## src/rtl/riscv_pipe_pkg.sv

```systemverilog
// rtl/riscv_pipe_pkg.sv - encodings and control-word widths for the pipeline controller
package riscv_pipe_pkg;

  // WB result mux select
  localparam logic [1:0] RES_ALU = 2'b00;
  localparam logic [1:0] RES_MEM = 2'b01;
  localparam logic [1:0] RES_PC4 = 2'b10;

  // ALU operand source select
  localparam logic [1:0] FWD_RF  = 2'b00;
  localparam logic [1:0] FWD_WB  = 2'b01;
  localparam logic [1:0] FWD_MEM = 2'b10;

  localparam int RESSRC_W = 2;
  localparam int ALUCTL_W = 3;

  // Control bits per stage, register indices excluded
  localparam int IDEX_CTRL_W  = 1 + RESSRC_W + 1 + 1 + 1 + ALUCTL_W + 1;
  localparam int EXMEM_CTRL_W = 1 + RESSRC_W + 1;
  localparam int MEMWB_CTRL_W = 1 + RESSRC_W;

  // The younger (MEM) producer wins over the older (WB) one
  function automatic logic [1:0] fwd_sel(input logic hit_m, input logic hit_w);
    if (hit_m) return FWD_MEM;
    if (hit_w) return FWD_WB;
    return FWD_RF;
  endfunction

endpackage

```

## src/rtl/pipe_ctrl_reg.sv

```systemverilog
// rtl/pipe_ctrl_reg.sv - pipeline register with load enable and synchronous clear
module pipe_ctrl_reg #(
  parameter int W = 8
) (
  input  logic         clk,
  input  logic         rst_n,
  input  logic         en,
  input  logic         clr,
  input  logic [W-1:0] d,
  output logic [W-1:0] q
);

  // Hold when en is low; clr loads a bubble
  always_ff @(posedge clk or negedge rst_n) begin
    if (!rst_n) begin
      q <= '0;
    end else if (en) begin
      q <= clr ? '0 : d;
    end
  end

endmodule

```

## src/rtl/pipe_hazard_ctrl.sv

```systemverilog
// rtl/pipe_hazard_ctrl.sv - control pipeline, forwarding, stall/flush and stall counter
module pipe_hazard_ctrl
  import riscv_pipe_pkg::*;
#(
  parameter int REG_AW = 5,
  parameter int CNT_W  = 16
) (
  input  logic              clk,
  input  logic              rst_n,
  input  logic              regwrite_d,
  input  logic [1:0]        resultsrc_d,
  input  logic              memwrite_d,
  input  logic              jump_d,
  input  logic              branch_d,
  input  logic [2:0]        alucontrol_d,
  input  logic              alusrc_d,
  input  logic [REG_AW-1:0] rs1_d,
  input  logic [REG_AW-1:0] rs2_d,
  input  logic [REG_AW-1:0] rd_d,
  input  logic              zero_e,
  input  logic              mem_ready,
  output logic [2:0]        alucontrol_e,
  output logic              alusrc_e,
  output logic              pcsrc_e,
  output logic [1:0]        forward_a_e,
  output logic [1:0]        forward_b_e,
  output logic              memwrite_m,
  output logic              mem_req_m,
  output logic              regwrite_w,
  output logic [1:0]        resultsrc_w,
  output logic [REG_AW-1:0] rd_w,
  output logic              stall_fd,
  output logic              flush_d,
  output logic              flush_e,
  output logic [CNT_W-1:0]  stall_cycles
);

  localparam int IDEX_W  = IDEX_CTRL_W + 3 * REG_AW;
  localparam int EXMEM_W = EXMEM_CTRL_W + REG_AW;
  localparam int MEMWB_W = MEMWB_CTRL_W + REG_AW;

  logic [IDEX_W-1:0]  idex_d, idex_q;
  logic [EXMEM_W-1:0] exmem_d, exmem_q;
  logic [MEMWB_W-1:0] memwb_d, memwb_q;

  logic              regwrite_e, memwrite_e, jump_e, branch_e;
  logic [1:0]        resultsrc_e;
  logic [REG_AW-1:0] rs1_e, rs2_e, rd_e;
  logic              regwrite_m;
  logic [1:0]        resultsrc_m;
  logic [REG_AW-1:0] rd_m;

  logic mem_stall, lw_stall, advance;
  logic hit_a_m, hit_a_w, hit_b_m, hit_b_w;

  assign idex_d = {regwrite_d, resultsrc_d, memwrite_d, jump_d, branch_d,
                   alucontrol_d, alusrc_d, rs1_d, rs2_d, rd_d};
  assign {regwrite_e, resultsrc_e, memwrite_e, jump_e, branch_e,
          alucontrol_e, alusrc_e, rs1_e, rs2_e, rd_e} = idex_q;

  assign exmem_d = {regwrite_e, resultsrc_e, memwrite_e, rd_e};
  assign {regwrite_m, resultsrc_m, memwrite_m, rd_m} = exmem_q;

  assign memwb_d = {regwrite_m, resultsrc_m, rd_m};
  assign {regwrite_w, resultsrc_w, rd_w} = memwb_q;

  // A pending data-memory access freezes every stage
  assign advance = ~mem_stall;

  pipe_ctrl_reg #(.W(IDEX_W)) u_idex (
    .clk(clk), .rst_n(rst_n), .en(advance), .clr(flush_e), .d(idex_d), .q(idex_q)
  );

  pipe_ctrl_reg #(.W(EXMEM_W)) u_exmem (
    .clk(clk), .rst_n(rst_n), .en(advance), .clr(1'b0), .d(exmem_d), .q(exmem_q)
  );

  pipe_ctrl_reg #(.W(MEMWB_W)) u_memwb (
    .clk(clk), .rst_n(rst_n), .en(advance), .clr(1'b0), .d(memwb_d), .q(memwb_q)
  );

  assign pcsrc_e   = (branch_e & zero_e) | jump_e;
  assign mem_req_m = memwrite_m | (resultsrc_m == RES_MEM);
  assign mem_stall = mem_req_m & ~mem_ready;
  assign lw_stall  = (resultsrc_e == RES_MEM) & (rd_e != '0) &
                     ((rd_e == rs1_d) | (rd_e == rs2_d));

  // Forwarding selects; x0 never forwards
  always_comb begin
    hit_a_m     = regwrite_m & (rd_m != '0) & (rd_m == rs1_e);
    hit_a_w     = regwrite_w & (rd_w != '0) & (rd_w == rs1_e);
    hit_b_m     = regwrite_m & (rd_m != '0) & (rd_m == rs2_e);
    hit_b_w     = regwrite_w & (rd_w != '0) & (rd_w == rs2_e);
    forward_a_e = fwd_sel(hit_a_m, hit_a_w);
    forward_b_e = fwd_sel(hit_b_m, hit_b_w);
  end

  // Stall/flush; a memory wait overrides load-use and control-flow hazards
  always_comb begin
    stall_fd = lw_stall;
    flush_d  = pcsrc_e;
    flush_e  = lw_stall | pcsrc_e;
    if (mem_stall) begin
      stall_fd = 1'b1;
      flush_d  = 1'b0;
      flush_e  = 1'b0;
    end
  end

  // Saturating count of front-end stall cycles
  always_ff @(posedge clk or negedge rst_n) begin
    if (!rst_n) begin
      stall_cycles <= '0;
    end else if (stall_fd && (stall_cycles != {CNT_W{1'b1}})) begin
      stall_cycles <= stall_cycles + CNT_W'(1);
    end
  end

endmodule

```

## config.mk

```make
export PLATFORM = sky130hd
export DESIGN_NAME = pipe_hazard_ctrl
export DESIGN_NICKNAME = d
export VERILOG_FILES = /design/src/rtl/riscv_pipe_pkg.sv /design/src/rtl/pipe_ctrl_reg.sv /design/src/rtl/pipe_hazard_ctrl.sv
export SDC_FILE = /design/constraint.sdc
export NUM_CORES = 1
export LEC_CHECK = 0
export CORE_ASPECT_RATIO = 1.75
export CORE_UTILIZATION = 53
export DETAILED_ROUTE_END_ITERATION = 10
export GPL_ROUTABILITY_DRIVEN = 1
export GPL_TIMING_DRIVEN = 0
export PLACE_DENSITY = 0.92
export RECOVER_POWER = 100
export SYNTH_ARGS = -nofsm -noshare
export SYNTH_HDL_FRONTEND = slang
export SYNTH_SLANG_ARGS = --single-unit
```

## constraint.sdc

```tcl
create_clock -name clk -period 6.5 [get_ports clk]
set_clock_uncertainty 0.05 [all_clocks]
set_input_delay 1.95 -clock clk [delete_from_list [all_inputs] [get_ports clk]]
set_output_delay 1.95 -clock clk [all_outputs]
set_load 0.01 [all_outputs]
```

-- Word-level counts from Yosys, hierarchy flattened
Cells that the tools add are included.
- bits in registers: 58
- input bits: 29
- add/sub/neg operators: 1
- equality and inequality tests: 9
- mux-type cells: 18
- bitwise operators: 15
- reduce and logical (&&, ||, !) cells: 4
- operator list (operator ; count):
    == test 5 bit ; 6
    2-to-1 mux 25 bit ; 1
    adder 16 x 1 -> 16 bit, second input constant ; 1
    2-to-1 mux 2 bit ; 8
    inequality test 16 bit, second input constant ; 1
    nonzero test 5 bit ; 3
    bitwise AND 1 bit ; 10
    2-to-1 mux 1 bit ; 9
    == test 2 x 1 -> 1 bit, second input constant ; 2
    OR 1 bit ; 4
    logical AND 1 bit ; 1
    NOT 1 bit ; 1

-- Logic depth before layout (Yosys ltp)
Gate-level depths: netlist (run 1).
- depth in word-level cells: 7
- gate-level depth with buffers: 7
- gate-level depth less buffers: 7

-- Hierarchy
A second synthesis (run 1) with hierarchy kept.
- cell total of the unflattened synthesis: 313
- area, all modules: 3088.0 um2
- modules (own cells, without submodules) (module ; times used ; cells an instance ; area an instance (um2) ; seq. area each (um2)):
    pipe_hazard_ctrl ; 1 ; 135 ; 1222.4 ; 400.4
    pipe_ctrl_reg (u_idex) ; 1 ; 107 ; 1074.8 ; 625.6
    pipe_ctrl_reg (u_exmem) ; 1 ; 38 ; 449.2 ; 225.2
    pipe_ctrl_reg (u_memwb) ; 1 ; 33 ; 341.6 ; 200.2

-- Least setup slack after synthesis (run 1)
Ideal clock, no wire load.
- kind: input to output
- start: in rs1_d[2]
- end: out stall_fd
- data arrival time: 2.855 ns
- required time: 4.500 ns
- slack: 1.645 ns
- cell stages on the path: 5
- buffers on the path: 1
- cells stage by stage: xor2_1 -> nor3_1 -> a22oi_2 -> o22ai_2 -> buf_2
- longest elaborated chain between the ends: 4
- RTL lines (element ; RTL line ; RTL):
    start: declaration ; pipe_hazard_ctrl.sv:17 ; input logic [REG_AW-1:0] rs1_d,
    == test 5 bit ; pipe_hazard_ctrl.sv:86 ; ((rd_e == rs1_d) | (rd_e == rs2_d));
    OR 1 bit ; pipe_hazard_ctrl.sv:86 ;
    bitwise AND 1 bit ; pipe_hazard_ctrl.sv:85 ; assign lw_stall = (resultsrc_e == RES_MEM) & (rd_e != '0) &
    2-to-1 mux 1 bit ; pipe_hazard_ctrl.sv:103 ; if (mem_stall) begin
    end: declaration ; pipe_hazard_ctrl.sv:32 ; output logic stall_fd,
Every way passes these cells.

-- Worst setup path after layout (run 1)
- start: in rs2_d[2]
- end: out stall_fd
- longest elaborated chain between the ends: 4
- RTL lines (element ; RTL line ; RTL):
    start: declaration ; pipe_hazard_ctrl.sv:18 ; input logic [REG_AW-1:0] rs2_d,
    == test 5 bit ; pipe_hazard_ctrl.sv:86 ;
    OR 1 bit ; pipe_hazard_ctrl.sv:86 ;
    bitwise AND 1 bit ; pipe_hazard_ctrl.sv:85 ;
    2-to-1 mux 1 bit ; pipe_hazard_ctrl.sv:103 ;
Every way passes these cells.

==> impl_results.md, run 1 <==
* PortBufs at 66
* Fin nets at 335
* HP Class: reg -> reg
* Min Hold Slack at 429.4 ps
* Worst ir drop on vdd at 313.0 uV
* Setup Crit Path Kind: in -> out
* Share of cells above drive strength 1 at 13.87%
* Syn avg cell area at 12.26 um^2
* Starting density of the core at 55.43%
* Area growth syn-to-layout at 32.96%
* DRT iter0 DRCs at 76
* Register area share after synthesis at 52.16%
* Inst Count DP at 348
* Vias in the first global route at 2,305
* Worst slew pin tran at 1999 ps
* CP startpoint kind: primary input
* Mapped Cells at 227
* Pins Over Slew Limit at 39
* # rows at 34
* Postcts setup bufs at 0
* Largest net degree at the start of global routing at 39
* Fin. Hold Viols at 0
* Hold_buf cts at 0
* Worst EP required at 4500 ps
* Fmax achieved at 159.7 MHz
* Max-slew headroom at -33.27%
* Grt ovf at 0
* Htree depth at 3
* Min Clock Period, post-route at 6260 ps
* CTS resizes at 0
* Clock-pin slew on the worst setup and hold paths at 70 ps
* Clk Latency, worst-skew pair at 340 ps
* RSZ-0062 raised after global routing: no
* CTS tree: yes
* Critical Path Sink Type: output port
* Syn Nets at 257
* All-Layer GR Usage at 26.70%
* First-pass GRT wire length at 11,160 um
* Setup Viol. Count Final at 0
* Synth cell types at 39
* Synthesized cell area at 2783 um^2
* Antenna Nets Post-Route at 0
* Die Y-Extent at 97.86 um
* Vias/cell at 5.923
* HPWL after DPL at 4837 um
* IO Count at 67
* Final period utilization at 96.31%
* Clock tree root driver cell: clkbuf_8
* TritonCTS buffer count at 9
* CP Data Arrival Time at 4260 ps
* Setup TNS at 0 ps
* DRC at 6
* Yosys reg bits at 58
* Design area at 3700 um^2
* Final std cells w/o fill at 364
* Routed WL at 6635 um
* Max-Cap Viols at 1
* Core Region at 5020 um^2
* Outcome: complete, but fails checks
* Clock Sinks at 58
* PD cells at 454.6 nW/um^2
* Vias at 2,156
* Synth warn at 0
* Die ar. at 5556 um^2
* Wire per inst at 18.23 um
* Placed Area at 3526 um^2
* Routability cong. at 0.8369
* CP max FO at 10
* Initial antenna violation count at 0
* Failing checks: design-rule violations, max-capacitance violations, max-slew violations
* P_leak at 1.742 nW
* Chip width at 56.78 um
* # diodes at 0
* Clock Tree Buf Depth at 2
* Initial DRT Pass Iterations at 7
## metal layers
metal  wire, um  track usage [%]
met5          0                0
met3        280            5.960
met1       2496            29.77
met4        187            14.63
met2       3671            46.34
## flip-flops by register name, indices dropped and copies added (netlist names)
register	count
stall_cycles	16
u_memwb.q	8
u_idex.q	25
u_exmem.q	9
## cells in the final DEF (no fill, tap or decap), drive strengths merged, types with 4 or more instances in the layout
master,count
nor3,5
buf,6
o21ai,5
clkdlybuf4s50,25
a22o,25
xor2,26
dlygate4sd3,40
or4,5
dfrtp,58
and3,6
nand3,8
clkbuf,19
inv,4
xnor2,13
nand4,4
nor4,4
mux2,19
nand2,6
nor2,6
## cell type report
| type | instances | area [um^2] |
|---|---|---|
| plain buffers | 12 | 65.06 |
| clock buffers | 11 | 131.4 |
| clock inverters | 5 | 102.6 |
| fillers | 345 | 1320 |
| inverters | 4 | 15.01 |
| multi-input cells | 153 | 1209 |
| flip-flops and latches | 58 | 1451 |
| well taps | 54 | 67.56 |
| repair buffers | 67 | 658.1 |
## path summary, 6_finish.rpt
path	start	endpoint	slack [ps]	cells past startpoint
worst max-delay path	rs2_d[2]	stall_fd	240	7
worst min-delay path	stall_cycles[10]	stall_cycles[10]	430	1
worst max register to register	u_idex.q[2]	u_idex.q[16]	3770	6
worst min register to register	stall_cycles[10]	stall_cycles[10]	430	1
max in group asynchronous	rst_n	u_memwb.q[7]	2260	2
min in group asynchronous	rst_n	u_memwb.q[2]	1730	1
## cell families after synthesis
| family | count (synthesis) | share of synthesized area (%) |
|---|---|---|
| flops | 58 | 52.16 |
| xor+xnor | 39 | 12.28 |
| fa+ha+maj | 1 | 0.4496 |
| buf+inv | 16 | 3.507 |
| simple gates | 50 | 10.57 |
| mux | 20 | 8.183 |
| compound gates | 43 | 12.86 |
## worst max-delay path, cell delays in order
cell and delay (ps):
dlygate4sd3_1 580, xor2_1 160, nor3_1 240, a22oi_1 140, o22ai_2 280, buf_2 270, dlygate4sd3_1 630
## where the power goes
part	switching [mW]	total [mW]	internal, mW
clock network	0.144	0.398	0.254
logic	0.297	0.639	0.342
registers	0.153	0.645	0.492
## through the flow
step | util, % | total power [mW] | setup WS, ps
CTS | 74.90 | 1.752 | 375.3
global placement | 69.94 | 1.310 | 387.2
global route | 73.70 | 1.773 | 125.8
finish | 73.70 | 1.682 | 239.6
detailed placement | 70.24 | 1.346 | 396.6
floorplan | - | 1.051 | 1645
## cells in the mapped netlist (all sizes together)
cell,instances,area share [%]
a21o,1,0.31
a21oi,3,0.54
a22o,25,7.9
a22oi,1,0.45
a311oi,1,0.54
a31oi,2,0.45
a32oi,1,0.31
and2,3,0.76
and3,6,1.3
and4,2,0.63
buf,10,2.7
clkbuf,2,0.27
dfrtp,58,52
ha,1,0.45
inv,4,0.54
mux2,19,7.8
mux2i,1,0.36
nand2,6,0.81
nand3,8,1.4
nand4,4,0.90
nor2,6,0.90
nor2b,1,0.22
nor3,5,1.3
nor4,4,0.90
o2111ai,1,0.31
o21a,2,0.54
o21ai,5,1.0
o22ai,1,0.45
or4,5,1.3
xnor2,13,4.1
xor2,26,8.2
(Power assumes the default switching activity.)
==> inputs of run 2 (changes only) <==
--- a/config.mk
+++ b/config.mk
@@ -6,6 +6,7 @@
 export NUM_CORES = 1
 export LEC_CHECK = 0
 export CORE_ASPECT_RATIO = 1.75
+export CORE_MARGIN = 5
 export CORE_UTILIZATION = 53
 export DETAILED_ROUTE_END_ITERATION = 10
 export GPL_ROUTABILITY_DRIVEN = 1
==> run 2 against run 1 <==
  * The flow finishes with violations (max-capacitance violations, max-slew violations)
  * Die area rose by 23%
  * Fmax rose by 1.7%
  * Flip-flop and latch count did not move
  * Via count rose by 0.19%
  * Clock power fell by 14%
  * Highest routed layer unchanged
==> impl_results.md, run 2 (synthesis results as in run 1) <==
* Share of cells above drive strength 1 at 14.52% (+0.65 points)
* Setup WS pre-CTS at 381.3 ps (-15.32 ps)
* Postcts setup bufs at 0 (unchanged)
* Routability cong. at 0.8796 (+5.1%)
* WHS Path Cells at 1 (unchanged)
* Critical Path Sink Type: output port
* Clock Tree Buf Depth at 2 (unchanged)
* RSZ-0062 raised after global routing: no
* Vias in the first global route at 2,367 (+2.7%)
* Vias at 2,160 (+0.19%)
* Chip width at 64.78 um (+14%)
* Worst r2r path cells at 6 (unchanged)
* All-Layer GR Usage at 22.23% (-4.5 points)
* Wire per inst at 19.62 um (+7.6%)
* Antenna Nets Post-Route at 0 (unchanged)
* Max-Cap Viols at 1 (unchanged)
* Area growth syn-to-layout at 31.92%
* Worst min-delay path endpoint: stall_cycles[14]
* Final period utilization at 94.75% (-1.6 points)
* Reg2reg end: u_idex.q[10]
* Hold_buf cts at 0 (unchanged)
* Hold Startpoint: stall_cycles[14]
* Setup Crit Path Kind: in -> out
* Slowest CP cell: dlygate4sd3_1
* Starting density of the core at 53.85% (-1.6 points)
* Die Y-Extent at 105.9 um (+8.2%)
* Largest net degree at the start of global routing at 35 (-10%)
* CP max FO at 10 (unchanged)
* HPWL after DPL at 5140 um (+6.3%)
* Clk Latency, worst-skew pair at 340 ps (about the same)
* Clock-pin slew on the worst setup and hold paths at 70 ps (about the same)
* Outcome: complete, but fails checks
* CP Data Arrival Time at 4160 ps (-100 ps)
* CP startpoint kind: primary input
* Clock Sinks at 58 (unchanged)
* Reg with most FFs: u_idex.q
* RR Startpoint: u_idex.q[2]
* Failing checks: max-capacitance violations, max-slew violations
* P_leak at 1.730 nW (-0.68%)
* Htree depth at 3 (unchanged)
* Most frequent cells in the layout: dfrtp_1 (58), dlygate4sd3_1 (39), xor2_1 (26), clkdlybuf4s50_1 (26), a22o_1 (24)
* PortBufs at 66 (unchanged)
* Fin. Hold Viols at 0 (unchanged)
* Clock tree root driver cell: clkbuf_8
* Biggest regs: u_idex.q: 25 flops, stall_cycles: 16 flops, u_exmem.q: 9 flops
* Worst EP required at 4500 ps (about the same)
* Min Clock Period, post-route at 6159 ps (-101.6 ps)
* Die ar. at 6857 um^2 (+23%)
* # diodes at 0 (unchanged)
* Fin nets at 335 (unchanged)
* Max reg flops at 25 (unchanged)
* TritonCTS buffer count at 9 (unchanged)
* Final std cells w/o fill at 365 (+0.27%)
* Routed WL at 7160 um (+7.9%)
* Grt ovf at 0 (unchanged)
* HP Class: reg -> reg
* First-pass GRT wire length at 11,490 um (+2.9%)
* Post-route setup slack at 341.2 ps (+101.6 ps)
* Initial DRT Pass Iterations at 4 (-3)
* Vias/cell at 5.918 (about the same)
* CTS tree: yes
* Commonest non-fill, non-tap cell in the layout: dfrtp_1
* Worst ir drop on vdd at 346.9 uV (+11%)
* Worst slew pin tran at 1827 ps (-171.5 ps)
* Fmax achieved at 162.4 MHz (+1.7%)
* Core Region at 5167 um^2 (+2.9%)
* Inst Count DP at 349 (+0.29%)
* PD cells at 446.3 nW/um^2 (-1.8%)
* Crit path cell chain: dlygate4sd3_1 > xor2_1 > nor3_1 > a22oi_1 > o22ai_2 > buf_2 > clkdlybuf4s50_1
* R2r setup slk at 3750 ps (-20 ps)
* Crit path largest cell delay at 580 ps (-50 ps)
* Pins Over Slew Limit at 35 (-10%)
* CTS resizes at 0 (unchanged)
* DRC at 0 (-6)
* Setup Viol. Count Final at 0 (unchanged)
* Setup TNS at 0 ps (unchanged)
* IO Count at 67 (unchanged)
* Max-slew headroom at -21.83% (+11 points)
* Initial antenna violation count at 0 (unchanged)
* DRT iter0 DRCs at 54 (-29%)
* # rows at 35 (+2.9%)
run 2: changes by cell type in the layout (fill, tap and decap cells not counted):
| cell | change |
|---|---|
| bufinv_16 | -2 |
| clkbuf_1 | -2 |
| clkbuf_8 | +2 |
| clkinv_2 | +2 |
| clkdlybuf4s50_1 | +1 |
| dlygate4sd3_1 | -1 |
run 2: how the worst max path moves through the flow:
| stage | start | endpoint | slack, ps |
|---|---|---|---|
| finish | rs1_d[2] | stall_fd | 340 |
| global placement | rs2_d[2] | stall_fd | 390 |
| floorplan | rs1_d[2] | stall_fd | 1640 |
| detailed placement | rs2_d[2] | stall_fd | 380 |
| global route | rs1_d[2] | stall_fd | 180 |
| CTS | mem_ready | flush_e | 380 |
run 2: final cells by class:
type                    count  area (um^2)
clock buffers              11        151.4
inverters                   4        15.01
plain buffers              12        65.06
well taps                  55        68.82
fillers                   359         1496
multi-input cells         153         1209
clock inverters             5        52.55
repair buffers             67        658.1
flip-flops and latches     58         1451
run 2: per-layer routing:
metal | track usage (%) | wire (um) | up-vias
met5 | 0 | 0 | -
met4 | 11.35 | 200 | 0
met3 | 5.864 | 338 | 20
met2 | 40.73 | 4062 | 73
met1 | 22.21 | 2558 | 1085
li1 | - | - | 982
run 2: metrics by stage:
step / utilization [%] / instance area (um^2) / power (mW) / hold WS [ps]
2_1_floorplan: - / 2783 / 1.051 / 418.9
3_3_place_gp: 67.97 / 3512 / 1.315 / 416.9
3_5_place_dp: 68.26 / 3527 / 1.351 / 434.2
4_1_cts: 72.20 / 3731 / 1.709 / 445.4
5_1_grt: 71.04 / 3671 / 1.729 / 475.8
6_report: 71.04 / 3671 / 1.638 / 442.2
run 2: critical path: cells and delay by family:
kind / cells / cell delay (ps)
buffers and inverters: 3 / 1430
AOI/OAI and AO/OA: 2 / 420
and+or+nand+nor: 1 / 200
xor gates and xnor gates: 1 / 150
run 2: where the power goes:
group	leakage (nW)	internal, mW	switching, mW
Sequential	0.743	0.492	0.159
Clock	0.105	0.196	0.145
Combinational	0.882	0.344	0.302
==> inputs of run 3 (changes only) <==
--- a/config.mk
+++ b/config.mk
@@ -13,6 +13,7 @@
 export GPL_TIMING_DRIVEN = 0
 export PLACE_DENSITY = 0.92
 export RECOVER_POWER = 100
+export SLEW_MARGIN = 20
 export SYNTH_ARGS = -nofsm -noshare
 export SYNTH_HDL_FRONTEND = slang
 export SYNTH_SLANG_ARGS = --single-unit
==> run 3 against run 2 <==
  * The flow still finishes with violations (max-capacitance violations, max-slew violations)
  * Combinational power increased by 0.9%
  * Total power grew 5.3%
  * Count of clock-buffer cells in the layout did not move
  * Hold slack got worse by 1.2 ps
==> impl_results.md, run 3 (synthesis results as in run 1) <==
* Outcome: complete, but fails checks
* Failing checks: max-capacitance violations, max-slew violations
* Htree depth at 3 (unchanged)
* Setup TNS at 0 ps (unchanged)
* Min Clock Period, post-route at 6230 ps (+71.23 ps)
* # diodes at 0 (unchanged)
* HP Class: reg -> reg
* Max-Cap Viols at 1 (unchanged)
* Initial DRT Pass Iterations at 4 (unchanged)
* Fmax achieved at 160.5 MHz (-1.1%)
* Clk Latency, worst-skew pair at 340 ps (about the same)
* Vias/cell at 5.959 (+0.69%)
* Worst EP required at 4500 ps (about the same)
* Reg with most FFs: u_idex.q
* Routed WL at 7469 um (+4.3%)
* HPWL after DPL at 5039 um (-2.0%)
* Critical Path Sink Type: output port
* Internal cell power at 1.110 mW (+7.6%)
* Clk pwr share at 24.3% (+3.5 points)
* Pins Over Slew Limit at 59 (+69%)
* IO Count at 67 (unchanged)
* Sequential Power Share at 37.8% (-1.9 points)
* Sw Share at 35.69% (-1.3 points)
* P_leak at 1.758 nW (+1.6%)
* CP Data Arrival Time at 4230 ps (+70 ps)
* All-Layer GR Usage at 23.26% (+1.0 points)
* Vias at 2,169 (+0.42%)
* Wire per inst at 20.52 um (+4.6%)
* Biggest regs: u_idex.q: 25 flops, stall_cycles: 16 flops, u_exmem.q: 9 flops
* Routability cong. at 0.8796 (unchanged)
* Clock tree root driver cell: clkbuf_8
* Largest net degree at the start of global routing at 59 (+69%)
* Clock Sinks at 58 (unchanged)
* First-pass GRT wire length at 12,090 um (+5.2%)
* Commonest non-fill, non-tap cell in the layout: dfrtp_1
* Grt ovf at 0 (unchanged)
* Worst slew pin tran at 3064 ps (+1237 ps)
* Setup WS pre-CTS at 381.4 ps (+0.1210 ps)
* Die ar. at 6857 um^2 (unchanged)
* CP startpoint kind: primary input
* Design area at 3716 um^2 (+1.2%)
* Worst ir drop on vdd at 324.6 uV (-6.4%)
* Overall power at 1.726 mW (+5.3%)
* TritonCTS buffer count at 9 (unchanged)
* Clock Tree Buf Depth at 2 (unchanged)
* Antenna Nets Post-Route at 0 (unchanged)
* P_sw at 0.6159 mW (+1.5%)
* Setup Crit Path Kind: in -> out
* CP max FO at 10 (unchanged)
* Combinational share of power at 37.9% (-1.6 points)
* Hold_buf cts at 0 (unchanged)
* Share of cells above drive strength 1 at 14.89% (+0.37 points)
* Setup Viol. Count Final at 0 (unchanged)
* Postcts setup bufs at 0 (unchanged)
* Die Y-Extent at 105.9 um (unchanged)
* Chip width at 64.78 um (unchanged)
* Core Region at 5167 um^2 (unchanged)
* Fin. Hold Viols at 0 (unchanged)
* Clock-pin slew on the worst setup and hold paths at 70 ps (about the same)
* Area growth syn-to-layout at 33.54%
* PD cells at 464.4 nW/um^2 (+4.1%)
* Starting density of the core at 53.85% (unchanged)
* RSZ-0062 raised after global routing: no
* # rows at 35 (unchanged)
* Vias in the first global route at 2,366 (-0.042%)
* Placed Area at 3510 um^2 (-0.50%)
* CTS tree: yes
* Max-slew headroom at -104.3% (-82 points)
* Fin nets at 334 (-0.30%)
* CTS resizes at 0 (unchanged)
* Max reg flops at 25 (unchanged)
* DRT iter0 DRCs at 105 (+94%)
* Initial antenna violation count at 0 (unchanged)
* Most frequent cells in the layout: dfrtp_1 (58), dlygate4sd3_1 (38), clkdlybuf4s50_1 (27)
* DRC at 0 (unchanged)
* Final period utilization at 95.85% (+1.1 points)
* Post-route setup slack at 270.0 ps (-71.23 ps)
* PortBufs at 66 (unchanged)
[run 3: changes by cell type in the layout (fill, tap and decap cells not counted), sizes merged]
cell,change
buf,+1
clkdlybuf4s50,+1
dlygate4sd3,-1
clkbuf,-2
clkinvlp,-1
clkinv,-1
bufinv,+2
[run 3: per-layer routing]
layer	vias up	wire length, um	track usage, %
li1	979	-	-
met1	1079	2672	24.82
met3	27	368	5.757
met4	0	231	9.985
met2	84	4196	42.12
met5	-	0	0
[run 3: layout make-up]
cell class                      count  area [um^2]
Sequential cell                    58         1451
Clock inverter                      5        100.1
Buffer                             12        66.31
Multi-Input combinational cell    153         1209
Timing Repair Buffer               66        654.4
Fill cell                         350         1451
Clock buffer                       11        151.4
Inverter                            4        15.01
Tap cell                           55        68.82
[run 3: stage by stage]
| step | cells | hold slack [ps] | utilization, % |
|---|---|---|---|
| finish | 364 | 441.1 | 71.91 |
| global route | 364 | 475.8 | 71.91 |
| CTS | 364 | 445.4 | 72.78 |
| detailed placement | 348 | 434.2 | 67.92 |
| global placement | 348 | 416.9 | 67.97 |
| floorplan | 227 | 418.9 | - |
[run 3: worst paths after layout]
path / startpoint / to / slack [ps] / depth (start not counted)
max: rs2_d[2] / stall_fd / 270 / 7
min: stall_cycles[14] / stall_cycles[14] / 440 / 1
max reg2reg: u_idex.q[2] / u_idex.q[10] / 3690 / 6
min reg2reg: stall_cycles[14] / stall_cycles[14] / 440 / 1
max in group asynchronous: rst_n / u_idex.q[13] / 2110 / 1
min in group asynchronous: rst_n / u_idex.q[20] / 2570 / 1
[run 3: power groups by stage]
| stage | Clock (mW) | Combinational (mW) | Sequential (mW) |
|---|---|---|---|
| 2_1_floorplan | 0 | 0.423 | 0.628 |
| 3_3_place_gp | 0 | 0.672 | 0.643 |
| 3_5_place_dp | 0 | 0.697 | 0.654 |
| 4_1_cts | 0.422 | 0.716 | 0.655 |
| 5_1_grt | 0.442 | 0.702 | 0.671 |
| 6_report | 0.420 | 0.653 | 0.653 |
[run 3: critical path, stage by stage]
cell and delay (ps):
clkdlybuf4s50_1 440, xor2_1 150, nor3_1 290, a22oi_1 150, o22ai_2 310, buf_2 290, dlygate4sd3_1 640
